## config.mk

```make
export PLATFORM = sky130hd
export DESIGN_NAME = i2s_rx_flat
export DESIGN_NICKNAME = d
export VERILOG_FILES = /design/src/rtl/i2s_rx_if.sv /design/src/rtl/i2s_rx.sv /design/src/flat_wrapper.sv
export SDC_FILE = /design/constraint.sdc
export NUM_CORES = 1
export LEC_CHECK = 0
export CORE_MARGIN = 4
export CORE_UTILIZATION = 59
export DETAILED_ROUTE_END_ITERATION = 12
export PLACE_DENSITY = 0.84
export SKIP_CTS_REPAIR_TIMING = 1
export SLEW_MARGIN = 10
export SYNTH_ARGS = -nofsm -noshare
export SYNTH_HDL_FRONTEND = slang
export SYNTH_SLANG_ARGS = --single-unit
```

## constraint.sdc

```tcl
create_clock -name bit_clk -period 5.1 [get_ports bit_clk]
set_input_delay 0.765 -clock bit_clk [delete_from_list [all_inputs] [get_ports bit_clk]]
set_output_delay 0.765 -clock bit_clk [all_outputs]
set_load 0.01 [all_outputs]
```

## src/rtl/i2s_rx_if.sv

```systemverilog
// Parallel PCM output of the I2S receiver: a stereo pair on a valid/ready handshake.
// With I2S_RX_MONO_MIX_EN defined, the interface also carries the mono downmix word.
interface i2s_rx_if #(
    parameter int DATA_WIDTH = 16
);
    logic [DATA_WIDTH-1:0] left_data;
    logic [DATA_WIDTH-1:0] right_data;
    logic                  sample_valid;
    logic                  sample_ready;
`ifdef I2S_RX_MONO_MIX_EN
    logic [DATA_WIDTH-1:0] mono_data;
`endif

    modport master (
`ifdef I2S_RX_MONO_MIX_EN
        output mono_data,
`endif
        output left_data,
        output right_data,
        output sample_valid,
        input  sample_ready
    );

    modport slave (
`ifdef I2S_RX_MONO_MIX_EN
        input  mono_data,
`endif
        input  left_data,
        input  right_data,
        input  sample_valid,
        output sample_ready
    );
endinterface

```

## src/rtl/i2s_rx.sv

```systemverilog
// Philips I2S receiver: deserialises sd/ws into left/right PCM words on a valid/ready port.
// Optional macro I2S_RX_MONO_MIX_EN adds a registered mono downmix output (floor((L+R)/2)).
//
// state  | meaning
// SYNC   | no frame alignment; waiting for the first ws edge
// WAIT_L | aligned to a left slot start; current slot becomes the staged left word
// RECV_R | receiving a right word; its close completes the pair
// RECV_L | receiving a left word; its close stages the left word
module i2s_rx #(
    parameter int DATA_WIDTH = 16,
    parameter int CNT_WIDTH  = 6
) (
    input  logic     bit_clk,
    input  logic     reset,
    input  logic     sd,
    input  logic     ws,
    output logic     overrun,
    input  logic     overrun_clr,
    output logic     locked,
    i2s_rx_if.master pcm
);

    typedef enum logic [1:0] {
        SYNC   = 2'd0,
        WAIT_L = 2'd1,
        RECV_R = 2'd2,
        RECV_L = 2'd3
    } state_t;

    localparam logic [DATA_WIDTH-1:0] MSB_ONE = {1'b1, {(DATA_WIDTH-1){1'b0}}};
    localparam logic [CNT_WIDTH-1:0]  CNT_SAT = CNT_WIDTH'(DATA_WIDTH);

    state_t                state;
    state_t                state_next;
    logic                  ws_d;
    logic [CNT_WIDTH-1:0]  bit_cnt;
    logic [DATA_WIDTH-1:0] shift;
    logic [DATA_WIDTH-1:0] word;
    logic [DATA_WIDTH-1:0] left_stage;
    logic                  left_valid;
    logic                  ws_edge;
    logic                  zero_slot;
    logic                  cap_left;
    logic                  pair_done;

    assign ws_edge   = ws ^ ws_d;
    assign zero_slot = ws_edge && (bit_cnt == '0);

    // Bits land at their final left-aligned position, so short slots come out zero-padded
    // and anything past DATA_WIDTH shifts the mask out to nothing.
    assign word = sd ? (shift | (MSB_ONE >> bit_cnt)) : shift;

    assign locked = (state == RECV_R) || (state == RECV_L);

`ifdef I2S_RX_MONO_MIX_EN
    logic [DATA_WIDTH:0] mono_sum;
    assign mono_sum = {left_stage[DATA_WIDTH-1], left_stage} + {word[DATA_WIDTH-1], word};
`endif

    always_comb begin
        state_next = state;
        cap_left   = 1'b0;
        pair_done  = 1'b0;
        case (state)
            SYNC: begin
                if (ws_edge) begin
                    state_next = ws ? RECV_R : WAIT_L;
                end
            end
            WAIT_L, RECV_L: begin
                if (zero_slot) begin
                    state_next = SYNC;
                end else if (ws_edge && ws) begin
                    state_next = RECV_R;
                    cap_left   = 1'b1;
                end
            end
            RECV_R: begin
                if (zero_slot) begin
                    state_next = SYNC;
                end else if (ws_edge && !ws) begin
                    state_next = RECV_L;
                    pair_done  = left_valid;
                end
            end
            default: state_next = SYNC;
        endcase
    end

    always_ff @(posedge bit_clk or negedge reset) begin
        if (!reset) begin
            state            <= SYNC;
            ws_d             <= 1'b0;
            bit_cnt          <= '0;
            shift            <= '0;
            left_stage       <= '0;
            left_valid       <= 1'b0;
            overrun          <= 1'b0;
            pcm.left_data    <= '0;
            pcm.right_data   <= '0;
            pcm.sample_valid <= 1'b0;
`ifdef I2S_RX_MONO_MIX_EN
            pcm.mono_data    <= '0;
`endif
        end else begin
            state <= state_next;
            ws_d  <= ws;

            if (ws_edge) begin
                shift   <= '0;
                bit_cnt <= '0;
            end else begin
                shift <= word;
                if (bit_cnt != CNT_SAT) begin
                    bit_cnt <= bit_cnt + 1'b1;
                end
            end

            if (cap_left) begin
                left_stage <= word;
            end

            // A pair is only emitted when its left half was seen from its first bit.
            if (state_next == SYNC) begin
                left_valid <= 1'b0;
            end else if (cap_left) begin
                left_valid <= 1'b1;
            end

            if (pair_done && (!pcm.sample_valid || pcm.sample_ready)) begin
                pcm.left_data    <= left_stage;
                pcm.right_data   <= word;
                pcm.sample_valid <= 1'b1;
`ifdef I2S_RX_MONO_MIX_EN
                pcm.mono_data    <= DATA_WIDTH'(mono_sum >> 1);
`endif
            end else if (pcm.sample_ready) begin
                pcm.sample_valid <= 1'b0;
            end

            if (pair_done && pcm.sample_valid && !pcm.sample_ready) begin
                overrun <= 1'b1;
            end else if (overrun_clr) begin
                overrun <= 1'b0;
            end
        end
    end

endmodule

```

## src/flat_wrapper.sv

```systemverilog
// flat-port wrapper written by rule: the top's interface ports become plain ports
module i2s_rx_flat 
#(
    parameter int DATA_WIDTH = 16,
    parameter int CNT_WIDTH  = 6
)
  (bit_clk, reset, sd, ws, overrun, overrun_clr, locked, pcm_left_data, pcm_right_data, pcm_sample_valid, pcm_sample_ready);
  i2s_rx_if #(.DATA_WIDTH(DATA_WIDTH)) pcm_i ();
  input  logic bit_clk;
  input  logic reset;
  input  logic sd;
  input  logic ws;
  output logic overrun;
  input  logic overrun_clr;
  output logic locked;
  output wire logic [$bits(pcm_i.left_data)-1:0] pcm_left_data;
  output wire logic [$bits(pcm_i.right_data)-1:0] pcm_right_data;
  output wire logic [$bits(pcm_i.sample_valid)-1:0] pcm_sample_valid;
  input wire logic [$bits(pcm_i.sample_ready)-1:0] pcm_sample_ready;
  assign pcm_left_data = pcm_i.left_data;
  assign pcm_right_data = pcm_i.right_data;
  assign pcm_sample_valid = pcm_i.sample_valid;
  assign pcm_i.sample_ready = pcm_sample_ready;
  i2s_rx #(.DATA_WIDTH(DATA_WIDTH), .CNT_WIDTH(CNT_WIDTH)) u_core (.bit_clk(bit_clk), .reset(reset), .sd(sd), .ws(ws), .overrun(overrun), .overrun_clr(overrun_clr), .locked(locked), .pcm(pcm_i));
endmodule
```

Word-level counts from Yosys, hierarchy flattened
Cells that the tools add are included.
{ "word_totals": {"reg_bits": 76, "input_bits": 6, "word_cells": 60} }
{ "classes": {"addsub": 1, "eq_ne": 4, "shift": 1, "mux": 23, "bitwise": 2, "reduce_logical": 19} }
{ "op_table": {"columns": ["cell", "count"], "rows": [
  ["16-bit 2-to-1 mux", 2],
  ["16-bit bitwise OR", 1],
  ["16-bit by 6-bit >> shifter with 16-bit output, first input constant", 1],
  ["1-bit 2-to-1 mux", 12],
  ["2-bit 2-to-1 mux", 6],
  ["6-bit 2-to-1 mux", 2],
  ["2-bit nonzero test", 4],
  ["6-bit by 1-bit adder with 6-bit output, second input constant", 1],
  ["1-bit logical AND", 6],
  ["6-bit logical NOT", 1],
  ["6-bit by 5-bit != test with 1-bit output, second input constant", 1],
  ["2-bit case mux with 3 select lines", 1],
  ["2-bit == test, second input constant", 2],
  ["2-bit logical NOT", 2],
  ["1-bit logical NOT", 3],
  ["2-bit by 1-bit == test with 1-bit output, second input constant", 1],
  ["1-bit logical OR", 2],
  ["2-bit OR reduction", 1],
  ["1-bit XOR", 1]
]} }

Longest topological paths before layout
Gate-level depths: netlist of run 1.
{ "logic_depth": {"depth_word": 8, "ltp_mapped": 7} }

Worst setup path after synthesis of run 1
Ideal clock, no wire load.
{ "synth_path": {"kind": "input to register", "start": "in ws", "end": "reg u_core.pcm.left_data[10]", "setup_ns": 0.125, "t_arrival_ns": 2.000, "t_required_ns": 4.975, "path_slack_ns": 2.975, "path_stages": 7, "cell_sequence": "inv_1 ha_1 nor2_1 nand2_4 nand3_4 buf_12 mux2_4"} }
{ "synth_via": {"elab_chain_len": 6, "elab_cells_between_ends": 8} }
{ "synth_lines": {"columns": ["item", "line", "source"], "rows": [
  ["start: declaration", "flat_wrapper.sv:12", "input logic ws;"],
  ["1-bit XOR or 1-bit logical NOT (tied branches)", "i2s_rx.sv:46, i2s_rx.sv:81", null],
  ["1-bit logical AND", "i2s_rx.sv:81", "end else if (ws_edge && !ws) begin"],
  ["1-bit 2-to-1 mux", "i2s_rx.sv:81", null],
  ["1-bit 2-to-1 mux *", "i2s_rx.sv:79", "if (zero_slot) begin"],
  ["1-bit 2-to-1 mux *", "i2s_rx.sv:64", "case (state)"],
  ["1-bit logical AND *", "i2s_rx.sv:130", "if (pair_done && (!pcm.sample_valid || pcm.sample_ready)) begin"],
  ["end signal: assignment", "i2s_rx.sv:131", "pcm.left_data <= left_stage;"],
  ["end: declaration", "i2s_rx_if.sv:18", "output left_data,"]
]} }
Mark *: on every way between the ends. The rest lies on a longest branch, timed or not.
A chain may end at the register's enable or synchronous reset.

Final worst setup path of run 1
{ "layout_path": {"start": "in ws", "end": "reg u_core.pcm.left_data[12]"} }
Same word-level chain as after synthesis.

==> out/results.ini, run 1 <==
[global_route]
grt_first_pass_wirelength_um=9530
grt_use_total=0.193
grt_antenna_before_repair=0
grt_start_max_net_pins=77
globalRoute.totalOverflow=0
via_count_of_the_first_global_routing_pass=2032

[floorplan]
core_area_um2=5140
die_boundary_width_um=81.3
initial_cell_density_of_the_core=0.616
boundaryPins=41
total_die_area_um2=6600
fp-row-count=26
dieHeight_um=81.3

[run]
cap_viol_max_count=0

[timing]
final-setup-viol-count=0
max_clock_freq_ghz=0.321
fin_setup_tns_ns=0
clock_skew_ns=0.00731
final.setup.worst_slack_ns=1.99
report.final.slew_viol_count=0
period_share=0.610
hold_ws_ns=0.509
grt_setup_unrepaired=false
final-hold-violation-count=0
worst_margin_pin_slew_ns=0.904
layout_min_cycle_time_ns=3.11
slew_headroom=0.397

[route]
detailroute.wirelength.met2_um=2630
routed_wirelength_um=5500
vias_per_cell=5.25
detail-route-antenna-nets=0
first_pass_iters=5
drt-wirelength-per-cell_um=14.8
dr.first_iter.drc_count=139
drc_errors_left=0
wl_met3_um=197
route.top_layer_used=met4
wirelength_met1_um=2540
vias=1953

[clocking]
clock_sinks=76
path_clk_slew_ns=0.07
root_buffer_master=sky130_fd_sc_hd__clkbuf_8
clock_tree.htree_level_count=3
clock_tree.buffer_depth=2
insertion_delay_to_the_later_sink_of_the_worst_skew_pair_ns=0.34
cts_inserted_buffers=9
tritoncts=yes

[cells_and_area]
mostFrequentLayoutCell=sky130_fd_sc_hd__dfrtp_1
utilization=0.725
drive_above_1_share=0.123
area.growth.synth_to_final_pct=17.7
antenna_cells_inserted=0
final-instance-count-excl-fill=372
layout.cells.most_common_list=76 x sky130_fd_sc_hd__dfrtp_1, 39 x sky130_fd_sc_hd__clkdlybuf4s50_1, 32 x sky130_fd_sc_hd__a21oi_1
final_net_count=309

[status]
outcome=complete, no violations

[yosys]
ys_warn_count=0
syn_area_per_cell_um2=12.3
syn-cell-area_um2=3170
synth_seq_area_share=0.601
ys_types=32
synth_fp_nets=268
postSynthRegisterBits=76
postSynthCellCount=258

[worst_setup_path]
timing.critical_path.arrival_ns=3.33
setup.worst_path.class=in -> reg
critical_path.endpoint_type=register
timing.critical_path.required_ns=5.32
setup.worst_path.start_class=input pin
crit_fanout=32
r2r_setup_slack_ns=2.62

[power]
power_per_cell_area_nw_per_um2=525
total_leakage_power_nw=1.87
irDropWorstVdd_v=0.000306

[place]
detailed_place_hpwl_um=3700
gp_congestion=0.793
placement.setup.worst_slack_ns=1.61
place.port_buffers=40
post-place-cells=358

[min_path]
worst_min_path_class=reg -> reg

[state kept, by name, indices dropped and copies added (netlist names)]
name                     count
u_core.left_stage           16
u_core.pcm.left_data        16
u_core.pcm.right_data       16
u_core.shift                16
u_core.bit_cnt               6
u_core.state                 2
u_core.left_valid            1
u_core.overrun               1
u_core.pcm.sample_valid      1
u_core.ws_d                  1
[metal layers]
| metal | track usage | up-vias |
|---|---|---|
| met4 | 0.105 | 0 |
| met1 | 0.252 | 975 |
| met5 | 0 | - |
| li1 | - | 928 |
| met2 | 0.303 | 38 |
| met3 | 0.0388 | 12 |
[Yosys cell counts, drive strengths merged]
cell type / number / share of area
dfrtp: 76 / 0.60
a21oi: 33 / 0.052
nor2: 23 / 0.027
inv: 21 / 0.025
mux2i: 17 / 0.054
nor2b: 17 / 0.034
mux2: 16 / 0.074
nand2: 12 / 0.017
buf: 7 / 0.025
and2: 4 / 0.0079
clkbuf: 4 / 0.0047
ha: 4 / 0.016
xnor2: 4 / 0.011
a22o: 3 / 0.0083
nand2b: 3 / 0.0059
nand3: 3 / 0.0087
nor4: 2 / 0.0040
a21boi: 1 / 0.0024
nand4: 1 / 0.0020
nor3: 1 / 0.0016
nor3b: 1 / 0.0040
nor4b: 1 / 0.0075
o21ai: 1 / 0.0016
o22ai: 1 / 0.0020
or3b: 1 / 0.0028
xor2: 1 / 0.0028
[worst max-delay path, cell delays in order]
cell,delay (ns)
sky130_fd_sc_hd__clkdlybuf4s50_1,0.52
sky130_fd_sc_hd__inv_1,0.07
sky130_fd_sc_hd__ha_1,0.66
sky130_fd_sc_hd__nor2_1,0.21
sky130_fd_sc_hd__nand2_4,0.15
sky130_fd_sc_hd__nand3_4,0.45
sky130_fd_sc_hd__mux2_4,0.47
[through the flow]
step	instance area [um^2]	total power, mW
after floorplan	3170	1.26
after global placement	3570	1.56
after detailed placement	3570	1.60
after CTS	3730	1.98
after global routing	3730	2.08
final	3730	1.96
[cell families after synthesis]
kind of cell / Yosys count / share of synthesized area
XOR/XNOR: 5 / 0.0138
flip-flops: 76 / 0.601
adder cells (fa/ha/maj): 4 / 0.0158
AND/OR/NAND/NOR: 69 / 0.122
AO/OA/AOI/OAI: 39 / 0.0664
multiplexers: 33 / 0.127
buffers and inverters: 32 / 0.0541
[layout make-up]
class | instances | area (um^2)
clock buffers | 11 | 141
clock inverters | 3 | 15.0
well taps | 70 | 87.6
multi-input cells | 150 | 1100
fillers | 395 | 1410
repair buffers | 41 | 405
flip-flops and latches | 76 | 1900
inverters | 21 | 78.8
[path summary, 6_finish.rpt]
check / start / endpoint / cells past startpoint
max: ws / u_core.pcm.left_data[12] / 7
min: u_core.left_stage[12] / u_core.pcm.left_data[12] / 1
max reg2reg: u_core.ws_d / u_core.pcm.left_data[12] / 5
min reg2reg: u_core.left_stage[12] / u_core.pcm.left_data[12] / 1
max in group asynchronous: reset / u_core.shift[7] / 1
min in group asynchronous: reset / u_core.pcm.right_data[10] / 1
[power breakdown]
group / switching, mW / leakage, nW / internal [mW]
clock: 0.200 / 0.0848 / 0.182
sequential: 0.120 / 0.958 / 0.805
combinational: 0.265 / 0.830 / 0.384
No activity file was read; power rests on OpenSTA's default activity.
==> run 2: changes to the inputs <==
CORE_UTILIZATION = 54   (was 59)
PLACE_DENSITY = 0.78   (was 0.84)
clock period = 2.9 ns   (was 5.1 ns; I/O delays follow)
==> run 2 against run 1 <==
Against the previous run:
- cell count increased by 1.6%
- clock skew up 0.0029 ns
- combinational power up 76%
- first-iteration DRC count fell by 35%
- critical path type unchanged
- critical path depth up 1
- non-clock buffer count increased by 3
- flip-flop and latch count stayed put
- hold slack got worse by 0.29 ns
- final area grew 1.7%
- utilization decreased by 4.9 points
- register-to-register slack got worse by 1.7 ns
==> out/results.ini, run 2 (same netlist as run 1, synthesis figures left out) <==
[global_route]
grt_start_max_net_pins=77
grt_use_total=0.164
via_count_of_the_first_global_routing_pass=2007
grt_antenna_before_repair=0
grt_first_pass_wirelength_um=9360
globalRoute.totalOverflow=0

[worst_setup_path]
setup.worst_path.class=in -> reg
critical_path.endpoint_type=register
crit_fanout=32
timing.critical_path.arrival_ns=2.40
worstReg2RegEnd=u_core.pcm.left_data[0]
r2r_setup_slack_ns=0.89
reg2regPathDepth=7
setup.worst_path.start_class=input pin
timing.critical_path.required_ns=3.12
regToRegStartpoint=u_core.bit_cnt[0]
crit_path_start=ws

[timing]
final.setup.worst_slack_ns=0.719
report.final.slew_viol_count=0
fin_setup_tns_ns=0
layout_min_cycle_time_ns=2.18
period_share=0.752
worst_margin_pin_slew_ns=0.922
grt_setup_unrepaired=false
final-hold-violation-count=0
max_clock_freq_ghz=0.459
clock_skew_ns=0.0102
slew_headroom=0.386
final-setup-viol-count=0

[min_path]
worst_min_path_class=in -> async

[cells_and_area]
utilization=0.676
layout.cells.most_common_list=76 x sky130_fd_sc_hd__dfrtp_1, 39 x sky130_fd_sc_hd__clkdlybuf4s50_1, 32 x sky130_fd_sc_hd__a21oi_1
mostFrequentLayoutCell=sky130_fd_sc_hd__dfrtp_1
regArea_um2=1900
fin_area_um2=3790
area.growth.synth_to_final_pct=19.7
drive_above_1_share=0.134
multi_input_area_um2=1100
final_net_count=312
n_fill_cell=426
antenna_cells_inserted=0

[clocking]
clock_tree.buffer_depth=2
clock_tree.htree_level_count=3
insertion_delay_to_the_later_sink_of_the_worst_skew_pair_ns=0.34
tritoncts=yes
path_clk_slew_ns=0.07
cts_inserted_buffers=9
root_buffer_master=sky130_fd_sc_hd__clkbuf_8
clock_sinks=76

[floorplan]
initial_cell_density_of_the_core=0.564
total_die_area_um2=7150
boundaryPins=41
core_area_um2=5610
dieHeight_um=84.6
die_boundary_width_um=84.6
fp-row-count=27

[route]
first_pass_iters=4
routed_wirelength_um=5440
route.top_layer_used=met4
wirelength_met1_um=2530
drc_errors_left=0
dr.first_iter.drc_count=90
detail-route-antenna-nets=0
vias_per_cell=5.16
detailroute.wirelength.met2_um=2570
wl_met3_um=243
drt-wirelength-per-cell_um=14.4
vias=1950

[place]
placed_instance_area_um2=3610
gp_congestion=0.824
detailed_place_hpwl_um=3700
place.port_buffers=40
placement.setup.worst_slack_ns=0.344

[power]
totalPowerFinal_mw=3.51
power_per_cell_area_nw_per_um2=927
irDropWorstVdd_v=0.000464
total_leakage_power_nw=1.91

[status]
outcome=complete, no violations

[run]
cap_viol_max_count=0

-- run 2: report_power, final --
group	switching, mW	internal [mW]
clock	0.362	0.390
combinational	0.458	0.678
sequential	0.208	1.42
-- run 2: cell type report --
| class | instances | share of cell area |
|---|---|---|
| clock buffer | 10 | 0.0337 |
| clock inverter | 5 | 0.0142 |
| inverter | 21 | 0.0208 |
| multi-input combinational | 150 | 0.289 |
| sequential | 76 | 0.502 |
| tap | 72 | 0.0238 |
| timing repair buffer | 44 | 0.116 |
-- run 2: stage by stage --
stage / std cells / hold WS, ns
floorplan: 258 / 0.139
global placement: 363 / 0.486
detailed placement: 363 / 0.494
CTS: 378 / 0.262
global route: 378 / 0.318
finish: 378 / 0.222
-- run 2: worst max-delay path by stage --
stage,endpoint,slack [ns]
after floorplan,u_core.pcm.left_data[10],1.11
after global placement,u_core.pcm.left_data[15],0.41
after detailed placement,u_core.pcm.left_data[15],0.34
after CTS,u_core.pcm.left_data[0],0.71
after global routing,u_core.pcm.left_data[15],0.60
final,u_core.pcm.left_data[0],0.72
-- run 2: metal layers --
metal  up-vias  global-route usage
met1       957               0.217
li1        936                   -
met4         0              0.0734
met5         -                   0
met2        47               0.263
met3        10              0.0334
-- run 2: worst max-delay path: stages --
cell                              delay [ns]
sky130_fd_sc_hd__clkdlybuf4s50_1        0.52
sky130_fd_sc_hd__inv_1                  0.07
sky130_fd_sc_hd__ha_1                   0.31
sky130_fd_sc_hd__nor2_1                 0.25
sky130_fd_sc_hd__nand2_4                0.11
sky130_fd_sc_hd__nand3_4                0.09
sky130_fd_sc_hd__buf_12                 0.22
sky130_fd_sc_hd__mux2_2                 0.37
==> run 3: changes to the inputs <==
CORE_UTILIZATION = 49   (was 54)
PLACE_DENSITY = 0.75   (was 0.78)
clock period = 1.8 ns   (was 2.9 ns; I/O delays follow)
==> run 3 against run 2 <==
Against the previous run:
- global-route usage is 1.0 points higher
- routed wire length is 12% higher
- final area is 7.4% higher
- utilization is 3.1 points lower
- die area is 9.2% higher
- critical path type unchanged
- largest power group unchanged
==> out/results.ini, run 3 (same netlist as run 1, synthesis figures left out) <==
[timing]
report.final.slew_viol_count=0
final-hold-violation-count=0
worst_margin_pin_slew_ns=0.380
layout_min_cycle_time_ns=1.75
slew_headroom=0.746
hold_ws_ns=0.302
clock_skew_ns=0.00691
period_share=0.973
max_clock_freq_ghz=0.571
final-setup-viol-count=0

[power]
power_per_cell_area_nw_per_um2=1390
irDropWorstVdd_v=0.000870
total_leakage_power_nw=2.04

[clocking]
insertion_delay_to_the_later_sink_of_the_worst_skew_pair_ns=0.34
clock_sinks=76
root_buffer_master=sky130_fd_sc_hd__clkbuf_8
clock_tree.htree_level_count=3
tritoncts=yes
path_clk_slew_ns=0.07
cts_inserted_buffers=9
clock_tree.buffer_depth=2

[floorplan]
total_die_area_um2=7810
boundaryPins=41
initial_cell_density_of_the_core=0.501
dieHeight_um=88.4
core_area_um2=6310
fp-row-count=29
die_boundary_width_um=88.4

[cells_and_area]
mostFrequentLayoutCell=sky130_fd_sc_hd__dfrtp_1
layout.cells.most_common_list=76 x sky130_fd_sc_hd__dfrtp_1, 39 x sky130_fd_sc_hd__clkdlybuf4s50_1, 32 x sky130_fd_sc_hd__a21oi_1
antenna_cells_inserted=0
area.growth.synth_to_final_pct=28.5
final_net_count=340
drive_above_1_share=0.219
final-instance-count-excl-fill=410

[worst_setup_path]
worstReg2RegEnd=u_core.pcm.left_data[9]
setup.worst_path.start_class=input pin
timing.critical_path.required_ns=2.03
reg2regPathDepth=7
crit_fanout=7
crit_path_cell_trace=clkdlybuf4s50_1 -> inv_2 -> ha_4 -> nor2_1 -> buf_4 -> nand2_4 -> nand3_4 -> clkbuf_16 -> mux2_4
r2r_setup_slack_ns=0.09
cp_slowest_cell=sky130_fd_sc_hd__clkdlybuf4s50_1
regToRegStartpoint=u_core.bit_cnt[0]
timing.critical_path.arrival_ns=1.98
cp_slowest_stage_delay_ns=0.49
setup.worst_path.class=in -> reg
critical_path.endpoint_type=register

[route]
detail-route-antenna-nets=0
routed_wirelength_um=6070
dr.first_iter.drc_count=100
drc_errors_left=0
first_pass_iters=4
drt-wirelength-per-cell_um=14.8
vias=2048
vias_per_cell=5.00

[place]
gp_congestion=0.815
place.port_buffers=40
detailed_place_hpwl_um=4130
post-place-cells=388

[global_route]
via_count_of_the_first_global_routing_pass=2093
grt_start_max_net_pins=67
grt_first_pass_wirelength_um=10300
grt_antenna_before_repair=0
globalRoute.totalOverflow=0
grt_use_total=0.175

[status]
outcome=complete, no violations

[min_path]
worst_min_path_class=in -> async

[run]
cap_viol_max_count=0

## run 3: changes by cell type in the layout (fill, tap and decap cells not counted), moves of 2 or more
cell | previous run | this run
sky130_fd_sc_hd__buf_4 | 4 | 24
sky130_fd_sc_hd__buf_6 | 0 | 4
sky130_fd_sc_hd__inv_1 | 21 | 18
sky130_fd_sc_hd__inv_2 | 0 | 3
sky130_fd_sc_hd__buf_12 | 1 | 3
sky130_fd_sc_hd__ha_1 | 4 | 2
sky130_fd_sc_hd__ha_4 | 0 | 2
## run 3: how the worst max path moves through the flow
stage	startpoint	endpoint	slack [ns]	depth (start not counted)
2_1_floorplan	u_core.bit_cnt[0]	u_core.pcm.left_data[10]	0.07	7
3_3_place_gp	ws	u_core.pcm.left_data[13]	-0.32	9
3_5_place_dp	ws	u_core.pcm.left_data[11]	-0.35	9
4_1_cts	ws	u_core.pcm.left_data[11]	0.02	9
5_1_grt	ws	u_core.pcm.left_data[9]	-0.007	9
6_report	ws	u_core.pcm.left_data[9]	0.05	9
## run 3: where the power goes
| part | switching (mW) | internal (mW) | leakage, nW | total [mW] |
|---|---|---|---|---|
| combinational | 0.776 | 1.18 | 0.998 | 1.95 |
| clock | 0.574 | 0.516 | 0.0848 | 1.09 |
| sequential | 0.336 | 2.28 | 0.958 | 2.62 |
| total | 1.69 | 3.98 | 2.04 | 5.66 |
## run 3: final cells by class
cell class | count | area [um^2]
tap | 77 | 96.3
clock inverter | 3 | 15.0
sequential | 76 | 1900
clock buffer | 11 | 141
fill | 508 | 2240
inverter | 21 | 78.8
timing repair buffer | 72 | 711
multi-input combinational | 150 | 1120
## run 3: stage by stage
stage	power (mW)	setup slack (ns)	utilization	area, um^2	TNS, ns
CTS	5.69	0.0182	0.625	3950	0
global route	6.05	-0.00653	0.644	4070	-0.0118
detailed placement	4.59	-0.348	0.600	3790	-11.33
floorplan	3.57	0.0730	-	3170	0
global placement	4.51	-0.316	0.600	3790	-9.71
finish	5.66	0.0482	0.644	4070	0
## run 3: metal layers
metal  track usage  wire length (um)  vias up
met2         0.281              2910       38
li1              -                 -      994
met3        0.0456               273        7
met4        0.0618                79        0
met1         0.229              2810     1009
met5             0                 0        -
## run 3: critical path: cells and delay by family
family                     cells  cell delay, ns
adders and majority gates      1            0.26
and+or+nand+nor                3            0.24
muxes                          1            0.29
buffers and inverters          4            0.92
